==> src/rtl/fc_layer_sequencer.sv <==
// Sequencer for one fully-connected layer pass: loads operands from word memory into the fc_layer
// buffers, runs the layer until it reports finished, then writes the outputs back to memory.
//
// state | meaning
// IDLE  | waiting for start
// LD_IN | reading input vector, one word per cycle
// LD_W  | reading weight matrix, one word per cycle
// LD_B  | reading bias vector, one word per cycle
// DRAIN | no read; last bias word is delivered to the layer
// RUN   | layer enabled, waiting for layer_finished
// WB    | writing layer outputs back to memory, one word per cycle
// DONE  | one-cycle completion pulse
module fc_layer_sequencer #(
    parameter int DATA_W   = 16,
    parameter int ADDR_W   = 14,
    parameter int N_IN     = 120,
    parameter int N_OUT    = 84,
    parameter int IN_BASE  = 0,
    parameter int W_BASE   = 120,
    parameter int B_BASE   = 10200,
    parameter int OUT_BASE = 10284
) (
    input  logic              clk,
    input  logic              reset,
    input  logic              start,
    output logic              busy,
    output logic              done,
    output logic [ADDR_W-1:0] mem_addr,
    output logic              mem_rd_en,
    output logic              mem_wr_en,
    output logic [DATA_W-1:0] mem_wdata,
    input  logic [DATA_W-1:0] mem_rdata,
    output logic              load_valid,
    output logic [1:0]        load_sel,
    output logic [15:0]       load_idx,
    output logic [DATA_W-1:0] load_data,
    output logic              layer_enable,
    input  logic              layer_finished,
    output logic [15:0]       out_rd_idx,
    input  logic [DATA_W-1:0] out_rd_data
);

    localparam logic [2:0] S_IDLE  = 3'd0;
    localparam logic [2:0] S_LD_IN = 3'd1;
    localparam logic [2:0] S_LD_W  = 3'd2;
    localparam logic [2:0] S_LD_B  = 3'd3;
    localparam logic [2:0] S_DRAIN = 3'd4;
    localparam logic [2:0] S_RUN   = 3'd5;
    localparam logic [2:0] S_WB    = 3'd6;
    localparam logic [2:0] S_DONE  = 3'd7;

    localparam logic [31:0] LAST_IN  = 32'(N_IN) - 32'd1;
    localparam logic [31:0] LAST_W   = 32'(N_IN * N_OUT) - 32'd1;
    localparam logic [31:0] LAST_OUT = 32'(N_OUT) - 32'd1;

    logic [2:0]        state;
    logic [31:0]       k;
    logic              reading;
    logic              writing;
    logic [1:0]        rd_sel;
    logic [ADDR_W-1:0] base;
    logic [31:0]       last_k;
    logic              k_last;

    // Phase decode: which buffer is being filled, its base address and its final index.
    always_comb begin
        reading = 1'b0;
        rd_sel  = 2'd0;
        base    = '0;
        last_k  = '0;
        case (state)
            S_LD_IN: begin
                reading = 1'b1;
                rd_sel  = 2'd0;
                base    = ADDR_W'(IN_BASE);
                last_k  = LAST_IN;
            end
            S_LD_W: begin
                reading = 1'b1;
                rd_sel  = 2'd1;
                base    = ADDR_W'(W_BASE);
                last_k  = LAST_W;
            end
            S_LD_B: begin
                reading = 1'b1;
                rd_sel  = 2'd2;
                base    = ADDR_W'(B_BASE);
                last_k  = LAST_OUT;
            end
            S_WB: begin
                base    = ADDR_W'(OUT_BASE);
                last_k  = LAST_OUT;
            end
            default: ;
        endcase
    end

    assign writing    = (state == S_WB);
    assign k_last     = (k == last_k);
    assign mem_rd_en  = reading;
    assign mem_wr_en  = writing;
    assign mem_addr   = (reading || writing) ? base + k[ADDR_W-1:0] : '0;
    assign mem_wdata  = writing ? out_rd_data : '0;
    assign out_rd_idx = writing ? k[15:0] : '0;
    assign busy       = (state != S_IDLE);
    assign done       = (state == S_DONE);
    assign load_data  = mem_rdata;

    always_ff @(posedge clk) begin
        if (reset) begin
            state        <= S_IDLE;
            k            <= '0;
            load_valid   <= 1'b0;
            load_sel     <= 2'd0;
            load_idx     <= '0;
            layer_enable <= 1'b0;
        end else begin
            // Tags trail the read by one cycle so they line up with mem_rdata.
            load_valid <= reading;
            load_sel   <= reading ? rd_sel : 2'd0;
            load_idx   <= reading ? k[15:0] : 16'd0;
            case (state)
                S_IDLE: begin
                    k <= '0;
                    if (start) state <= S_LD_IN;
                end
                S_LD_IN, S_LD_W, S_LD_B, S_WB: begin
                    if (k_last) begin
                        k <= '0;
                        case (state)
                            S_LD_IN: state <= S_LD_W;
                            S_LD_W:  state <= S_LD_B;
                            S_LD_B:  state <= S_DRAIN;
                            default: state <= S_DONE;
                        endcase
                    end else begin
                        k <= k + 32'd1;
                    end
                end
                S_DRAIN: begin
                    layer_enable <= 1'b1;
                    state        <= S_RUN;
                end
                S_RUN: begin
                    if (layer_finished && layer_enable) begin
                        layer_enable <= 1'b0;
                        k            <= '0;
                        state        <= S_WB;
                    end
                end
                default: state <= S_IDLE;
            endcase
        end
    end

endmodule

==> config.mk <==
export PLATFORM = sky130hd
export DESIGN_NAME = fc_layer_sequencer
export DESIGN_NICKNAME = d
export VERILOG_FILES = /design/src/rtl/fc_layer_sequencer.sv
export SDC_FILE = /design/constraint.sdc
export NUM_CORES = 1
export LEC_CHECK = 0
export ABC_AREA = 1
export ABC_CLOCK_PERIOD_IN_PS = 3300
export CAP_MARGIN = 10
export CORE_MARGIN = 3
export CORE_UTILIZATION = 30
export DETAILED_ROUTE_END_ITERATION = 6
export MAX_ROUTING_LAYER = met4
export PLACE_DENSITY_LB_ADDON = 0.25
export SLEW_MARGIN = 30
export SYNTH_ARGS = -nofsm -noshare
export SYNTH_HDL_FRONTEND = slang
export SYNTH_SLANG_ARGS = --single-unit
==> constraint.sdc <==
create_clock -name clk -period 3.3 [get_ports clk]
set_input_delay 0.33 -clock clk [delete_from_list [all_inputs] [get_ports clk]]
set_output_delay 0.33 -clock clk [all_outputs]
set_load 0.1 [all_outputs]
==> results of run 1 <==
cell families after synthesis:
group,after synthesis
flops,55
simple gates,354
fa+ha+maj,12
compound gates,60
buf+inv,99
xor+xnor,17
worst max-delay path, delay by kind of cell (launching register included):
kind | cells | cell delay, ns
flip-flops | 1 | 0.41
AO/OA/AOI/OAI | 3 | 0.41
AND/OR/NAND/NOR | 7 | 0.64
adder cells (fa/ha/maj) | 2 | 0.57
buffers and inverters | 4 | 0.41
cell type report:
cell class                 instances  share of cell area
inverter                          67              0.0523
sequential                        55               0.220
multi-input combinational        443               0.466
clock buffer                       5              0.0249
timing repair buffer              94               0.190
tap                              168              0.0418
clock inverter                     3             0.00572
state kept, by name, indices dropped and copies added, names as in the netlist:
name          count
state             3
load_sel          2
load_idx         16
load_valid        1
k                32
layer_enable      1
layer usage:
layer	wire length [µm]	global-route usage
met1	5050	0.201
met2	5610	0.286
met3	400	0.0230
met4	433	0.0710
met5	0	-
layout by cell type, fill, tap and decap left out, types with 3 or more instances in the layout:
cell type / count
clkbuf_16: 5
nor3_1: 16
nor2_4: 7
inv_4: 3
ha_1: 10
nand3_1: 40
nand3b_1: 5
clkdlybuf4s50_1: 39
nor2_2: 13
o21ai_0: 13
nand2_2: 9
buf_12: 12
buf_4: 43
dfxtp_1: 54
xor2_1: 13
nand4_1: 14
inv_1: 56
nand2_1: 127
nand2_4: 3
nor2_1: 113
inv_2: 6
a21o_1: 3
a21oi_1: 29
per-stage QoR:
step | utilization | setup slack, ns
after floorplan | - | -0.133
after global placement | 0.400 | 0.562
after detailed placement | 0.400 | 0.493
after CTS | 0.413 | 0.161
after global routing | 0.413 | 0.00419
final | 0.413 | 0.231
how the worst min path moves through the flow:
stage | startpoint | endpoint | slack (ns) | cells after the start
after CTS | layer_enable | layer_enable | 0.51 | 2
final | layer_enable | layer_enable | 0.50 | 2
after floorplan | k[30] | k[30] | 0.47 | 2
after detailed placement | layer_enable | layer_enable | 0.50 | 2
after global routing | k[30] | k[30] | 0.53 | 2
after global placement | k[30] | k[30] | 0.49 | 2
timing repair:
item | CTS | global route
gates resized for setup | 0 | 2
hold endpoints to repair | 0 | 0
endpoints found under the setup margin | 0 | 1
power groups by stage:
stage                     clock network, mW  logic [mW]  registers [mW]
after CTS                             0.570        1.60           0.749
after global placement                    0        1.58           0.761
final                                 0.558        1.59           0.752
after floorplan                           0        1.25           0.817
after global routing                  0.600        1.71           0.759
after detailed placement                  0        1.59           0.764
==> results.cfg, run 1 <==
[grt]
grt_antenna_before_repair = 0
grt_pass1_vias = 3889
grt-ovfl-total = 0
grt_pass1_wl_mm = 19.1
grt_max_degree = 32
grt_usage = 0.169

[worst_setup_path]
crit_chain = inv_4, nand2_2, inv_2, nand2_2, clkinvlp_4, ha_4, fa_2, nand3_2, nand2_1, nand2_1, nand3_1, nand2_2, o21ai_2, a21oi_2, o21a_4, buf_12
worstRegToRegCells = 16
setup.worst_path.start_class = flop
cpMostUsedCell = nand2_2
critPathMaxStageDelay_ns = 0.41
cp-end-kind = output pin
r2r-end = k[22]
rrSetupSlack_ns = 0.70
cp_max_fo = 9
timing.critical_path.from = state[0]
crit_arrival_ns = 2.74
critPathRequiredTime_ns = 2.97
slowest_stage = dfxtp_4
critPathKind = reg -> out
crit-reg2reg-launch = state[2]
crit_end = mem_addr[10]

[die]
io_pins = 122
die_x_um = 118
die_h_um = 118
fp.dieArea_um2 = 14000
coreArea_um2 = 12200
rows = 40
initial_utilization = 0.312

[drt]
drt_iter0_drc = 217
wl_per_cell_um = 13.8
drtPass1Iterations = 4
drc_errors = 0
drtAntennaViolNets = 0
wl_mm = 11.5
dr_total_vias = 3930
viasPerCell = 4.71

[synthesis]
synthMuxAreaShare = 0
yosysTopAreaCellShare = 0.291
synth_area_um2 = 3790
synth_edf_count = 0
synth_cells = 597
yosysTopAreaCell = dfxtp_1
ys.warnings.count = 0
synth_fp_nets = 645
synth_cell_type_count = 41
ys_seq_elements = 55
ys_top_cells_by_area = dfxtp_1 29%, nand2_1 13%, nor2_1 12%
synth_xor_area_frac = 0.0433
seq_area_frac_synth = 0.291
synth-compound-area-share = 0.0869
syn_avg_cell_area_um2 = 6.35
synthTopCellsByCount = 130 x nand2_1, 121 x nor2_1, 58 x inv_1
synth_top_flop_cell = dfxtp_1
synth.most_common_cell = nand2_1
synth_top_family_by_area = simple AND/OR/NAND/NOR gates
synth_adder_area_share = 0.0416
synth_simple_gate_area_frac = 0.414
synthArstFlopShare = 0

[timing]
fin_crit_sh = 0.930
slew_headroom = 0.340
post-route-min-period_ns = 3.07
hold_violations = 0
maxSlewViolCount = 0
worstMarginPinSlew_ns = 0.987
finalSetupViolCount = 0
setup-tns-final_ns = 0
clock_skew_ns = 0.0114
fmax_mhz = 326
rsz0062_at_grt = false
holdWs_ns = 0.500

[power]
netSwitchingPower_mw = 1.49
swShare = 0.514
pwr-share-seq = 0.260
totalPowerFinal_mw = 2.90
irDropWorstVdd_v = 0.000285
p_clk_frac = 0.193
leakage_nw = 1.99
combPwrFrac = 0.548
power.internal_mw = 1.41
powerDensity_nw_per_um2 = 576

[cts]
cts_tree = done
numCtsBuffers = 5
clock_latency_ns = 0.30
clkSinkCount = 55
postCtsHoldBufs = 0
clk_root_buffer_cell = clkbuf_16
cts_setup_buffers = 0
cts.htree.levels = 2
clockBufferDepth = 2
clkTransAtPathRegs_ns = 0.07

[placed_design]
placed_cells = 827
dpl-instance-area_um2 = 4870
place_congestion = 0.910
place_hpwl_mm = 9.23
port_buffers = 89

[outcome]
status = complete, no violations

[layout]
diodes = 0
seqCellArea_um2 = 1100
area_growth_pct = 32.7
multi_input_area_um2 = 2340
drive_gt1_frac = 0.184
postLayoutCellArea_um2 = 5030
final_nets = 714
fin_cells = 835
fillCellCount = 1292

[worst_hold_path]
hp-class = reg -> reg

[flow_run]
cap_violations = 0
Power figures use the tool's default switching activity.
==> run 2, diff against run 1 <==
CTS_BUF_LIST = sky130_fd_sc_hd__clkbuf_8   (was unset)
==> run 2 against run 1 <==
Against the previous run: sequential power about the same; combinational power hardly changed; core utilization fell by 0.28 points; sequential cell count unchanged; power shrank 4.9%; critical path type unchanged; largest cell class unchanged; largest power group unchanged.
==> results.cfg, run 2 (synthesis results as in run 1) <==
[outcome]
status = complete, no violations

[worst_setup_path]
slowest_stage = dfxtp_1
cp.depth = 14
critPathRequiredTime_ns = 2.97
cp_max_fo = 8
setup.worst_path.start_class = flop
crit-reg2reg-launch = state[2]
cpMostUsedCell = nand2_1
rrSetupSlack_ns = 0.69
critPathKind = reg -> out
critPathMaxStageDelay_ns = 0.53
crit_chain = buf_4, nor2_4, ha_1, nand3_1, nand2_1, inv_1, o21bai_1, nand2_1, nand2_1, nand3_1, nand2_1, nor2_1, nor2_4, buf_12
cp_top_family = simple AND/OR/NAND/NOR gates
r2r-end = k[22]
worstRegToRegCells = 16
cp.buffers_inverters = 3
cp-end-kind = output pin
crit_arrival_ns = 2.74

[timing]
fmax_mhz = 325
post-route-min-period_ns = 3.07
clock_skew_ns = 0.0169
worstMarginPinSlew_ns = 0.987
rsz0062_at_grt = false
hold_violations = 0
fin_crit_sh = 0.931
slew_headroom = 0.340
layout_setup_ws_ns = 0.227
setup-tns-final_ns = 0
maxSlewViolCount = 0
finalSetupViolCount = 0

[die]
die_h_um = 118
initial_utilization = 0.312
rows = 40
coreArea_um2 = 12200
io_pins = 122
die_x_um = 118
fp.dieArea_um2 = 14000

[worst_hold_path]
min_path_cells = 2
holdPathEnd = layer_enable
hold_path.startpoint = layer_enable
hp-class = reg -> reg

[layout]
area_growth_pct = 31.8
final_cell_mix = 127 x nand2_1, 113 x nor2_1, 56 x inv_1
largest_reg_flops = 32
top_regs = k (32), load_idx (16), state (3)
diodes = 0
final_nets = 717
drive_gt1_frac = 0.188
regMostFlops = k
final_common_cell = nand2_1

[grt]
grt_max_degree = 32
use_met3 = 0.0230
busiest_layer = met2
grt_antenna_before_repair = 0
grt_usage = 0.169
grt_pass1_wl_mm = 19.1
grt-ovfl-total = 0
use_met2 = 0.286
grt_pass1_vias = 3889
grtUsageMet1 = 0.201

[placed_design]
dpl_worst_slack_ns = 0.493
place_hpwl_mm = 9.23
port_buffers = 89
place_congestion = 0.910

[drt]
viasPerCell = 4.72
drtPass1Iterations = 4
dr_total_vias = 3958
wl_per_cell_um = 13.8
drt_iter0_drc = 249
wl_mm = 11.5
drc_errors = 0
drtAntennaViolNets = 0

[cts]
postCtsHoldBufs = 0
clock_latency_ns = 0.33
numCtsBuffers = 5
cts_tree = done
clk_root_buffer_cell = clkbuf_8
cts.htree.levels = 2
clkSinkCount = 55
clkTransAtPathRegs_ns = 0.10
clockBufferDepth = 2

[power]
powerDensity_nw_per_um2 = 552
irDropWorstVdd_v = 0.000241
leakage_nw = 1.98

[flow_run]
cap_violations = 0
==> run 2: cell count changes in the layout (fill, tap and decap cells not counted) <==
| cell | previous run | this run |
|---|---|---|
| buf_4 | 43 | 46 |
| clkbuf_16 | 5 | 0 |
| clkbuf_8 | 0 | 5 |
==> run 2: how the worst max path moves through the flow <==
stage / start / end / slack (ns)
3_5_place_dp: state[0] / mem_addr[10] / 0.49
5_1_grt: state[0] / mem_addr[10] / 0.02
4_1_cts: state[0] / mem_addr[10] / 0.13
2_1_floorplan: state[0] / mem_addr[8] / -0.13
3_3_place_gp: state[0] / mem_addr[10] / 0.56
6_report: state[2] / mem_addr[11] / 0.23
==> run 2: where the power goes <==
group | switching (mW) | total, mW | internal [mW]
sequential | 0.0498 | 0.751 | 0.702
clock | 0.254 | 0.412 | 0.158
combinational | 1.17 | 1.59 | 0.418
==> run 2: what timing repair did <==
action,in CTS,in global routing
setup endpoints to repair,0,1
gates resized for setup,0,2
endpoints found under the hold margin,0,0
setup buffers,0,3
==> run 2: worst min-delay path, stage by stage (launching register included) <==
cell and delay [ns]:
dfxtp_1 0.34, o31ai_1 0.07, a21oi_1 0.06
==> run 2: metrics by stage <==
| stage | instance area [µm²] | power (mW) | hold WS [ns] | utilization | cells |
|---|---|---|---|---|---|
| after floorplan | 3930 | 2.07 | 0.471 | - | 597 |
| after global placement | 4870 | 2.34 | 0.490 | 0.400 | 827 |
| after detailed placement | 4870 | 2.36 | 0.496 | 0.400 | 827 |
| after CTS | 4960 | 2.77 | 0.513 | 0.408 | 835 |
| after global routing | 4990 | 2.92 | 0.538 | 0.411 | 838 |
| final | 4990 | 2.75 | 0.504 | 0.411 | 838 |
==> run 2: layout make-up <==
type	instances	area, µm²
Timing Repair Buffer	97	976
Multi-Input combinational cell	443	2340
Tap cell	168	210
Inverter	67	263
Clock buffer	5	68.8
Clock inverter	3	28.8
Fill cell	1304	7170
Sequential cell	55	1100
==> run 2: metal layers <==
layer | up-vias | part of all wire
li1 | 2018 | -
met1 | 1845 | 0.44
met2 | 70 | 0.49
met3 | 25 | 0.031
met4 | 0 | 0.036
met5 | - | 0
==> run 3, diff against run 2 <==
CORE_UTILIZATION = 48   (was 30)
PLACE_DENSITY = 0.83   (was unset)
PLACE_DENSITY_LB_ADDON = unset   (was 0.25)
==> run 3 against run 2 <==
Against the previous run: core utilization grew 25 points; final area decreased by 1.8%; critical path depth increased by 2; largest power group unchanged; first-iteration DRC count rose by 24%; clock power up 29%; register-to-register slack lost 0.09 ns; sequential share of layout area up 0.43 points; critical endpoint is now mem_addr[10]; sequential power up 0.7%; highest routed layer unchanged; critical path type unchanged.
==> results.cfg, run 3 (synthesis results as in run 1) <==
[worst_setup_path]
crit_arrival_ns = 2.78
critPathRequiredTime_ns = 2.97
worstRegToRegCells = 16
cp_max_fo = 9
timing.critical_path.from = state[0]
crit_chain = inv_4, nand2_2, inv_2, nand2_2, clkinvlp_4, ha_4, fa_2, nand3_2, nand2_1, nand2_1, nand3_1, nand2_2, o21ai_2, a21oi_2, o21a_4, buf_12
rrSetupSlack_ns = 0.60
crit-reg2reg-launch = state[2]
crit_end = mem_addr[10]
critPathMaxStageDelay_ns = 0.42
cp-end-kind = output pin
setup.worst_path.start_class = flop
r2r-end = k[22]
cpMostUsedCell = nand2_2
slowest_stage = dfxtp_4
critPathKind = reg -> out

[drt]
wl_mm = 11.6
drt_iter0_drc = 309
drc_errors = 0
dr_total_vias = 4054
wl_per_cell_um = 15.2
drtPass1Iterations = 5
viasPerCell = 5.31
drtAntennaViolNets = 0

[layout]
final_cell_mix = 127 x nand2_1, 113 x nor2_1, 56 x inv_1
fillCellCount = 682
top_regs = k (32), load_idx (16), state (3)
regMostFlops = k
final_common_cell = nand2_1
diodes = 0
fin_cells = 764
area_growth_pct = 29.5
largest_reg_flops = 32
final_nets = 712
drive_gt1_frac = 0.183

[grt]
grt_pass1_wl_mm = 18.9
grt-ovfl-total = 0
grt_usage = 0.274
grt_antenna_before_repair = 0
grt_pass1_vias = 3865
grt_max_degree = 32

[cts]
clk_root_buffer_cell = clkbuf_8
clkSinkCount = 55
clock_latency_ns = 0.31
numCtsBuffers = 5
cts.htree.levels = 2
clkTransAtPathRegs_ns = 0.10
cts_tree = done
cts_setup_buffers = 0
clockBufferDepth = 2

[die]
io_pins = 122
coreArea_um2 = 7450
rows = 31
die_h_um = 94.8
fp.dieArea_um2 = 8990
initial_utilization = 0.509
die_x_um = 94.8

[timing]
fmax_mhz = 321
clock_skew_ns = 0.0104
fin_crit_sh = 0.943
finalSetupViolCount = 0
setup-tns-final_ns = 0
slew_headroom = 0.321
rsz0062_at_grt = false
hold_violations = 0
maxSlewViolCount = 0
post-route-min-period_ns = 3.11
worstMarginPinSlew_ns = 1.01
holdWs_ns = 0.493

[placed_design]
place_congestion = 1.02
placed_cells = 756
port_buffers = 89
place_hpwl_mm = 9.17

[flow_run]
cap_violations = 0

[power]
leakage_nw = 1.97
totalPowerFinal_mw = 2.88
irDropWorstVdd_v = 0.000349
powerDensity_nw_per_um2 = 588

[outcome]
status = complete, no violations

[worst_hold_path]
hp-class = reg -> reg
run 3: worst min path at each step:
stage	startpoint	to	slack, ns	cells after the start
after floorplan	k[30]	k[30]	0.47	2
after global placement	layer_enable	layer_enable	0.48	2
after detailed placement	layer_enable	layer_enable	0.48	2
after CTS	layer_enable	layer_enable	0.49	2
after global routing	k[31]	k[31]	0.54	2
final	layer_enable	layer_enable	0.49	2
run 3: layer usage:
layer	wire length (µm)	up-vias	global-route usage	share of wire
met5	0	-	-	0
met3	739	25	0.0406	0.064
li1	-	2010	-	-
met2	5770	159	0.476	0.50
met4	214	0	0.0757	0.018
met1	4870	1860	0.331	0.42
run 3: what timing repair did:
item | in CTS | in global routing
setup endpoints to repair | 0 | 2
resized for setup | 0 | 3
hold buffers | 0 | 0
run 3: cell type report:
class	count	area, µm²	share of cell area
clock buffer	5	68.8	0.0140
clock inverter	3	67.6	0.0138
inverter	67	263	0.0536
multi-input combinational	443	2350	0.479
sequential	55	1110	0.226
tap	99	124	0.0253
timing repair buffer	92	926	0.189
run 3: metrics by stage:
stage / worst slack [ns] / area [µm²] / util
2_1_floorplan: -0.133 / 3930 / -
3_3_place_gp: 0.519 / 4750 / 0.638
3_5_place_dp: 0.392 / 4760 / 0.639
4_1_cts: 0.141 / 4900 / 0.658
5_1_grt: 0.0239 / 4900 / 0.659
6_report: 0.188 / 4900 / 0.659
run 3: worst max-delay path, delay by kind of cell (launching register included):
| kind | cells | cell delay (ns) |
|---|---|---|
| buf+inv | 4 | 0.43 |
| simple gates | 7 | 0.64 |
| flops | 1 | 0.42 |
| compound gates | 3 | 0.41 |
| fa+ha+maj | 2 | 0.56 |
run 3: report_power, final:
| part | internal [mW] | leakage, nW | total [mW] | switching [mW] |
|---|---|---|---|---|
| Clock | 0.303 | 0.0644 | 0.533 | 0.231 |
| Combinational | 0.416 | 1.46 | 1.59 | 1.18 |
| Sequential | 0.702 | 0.445 | 0.756 | 0.0548 |
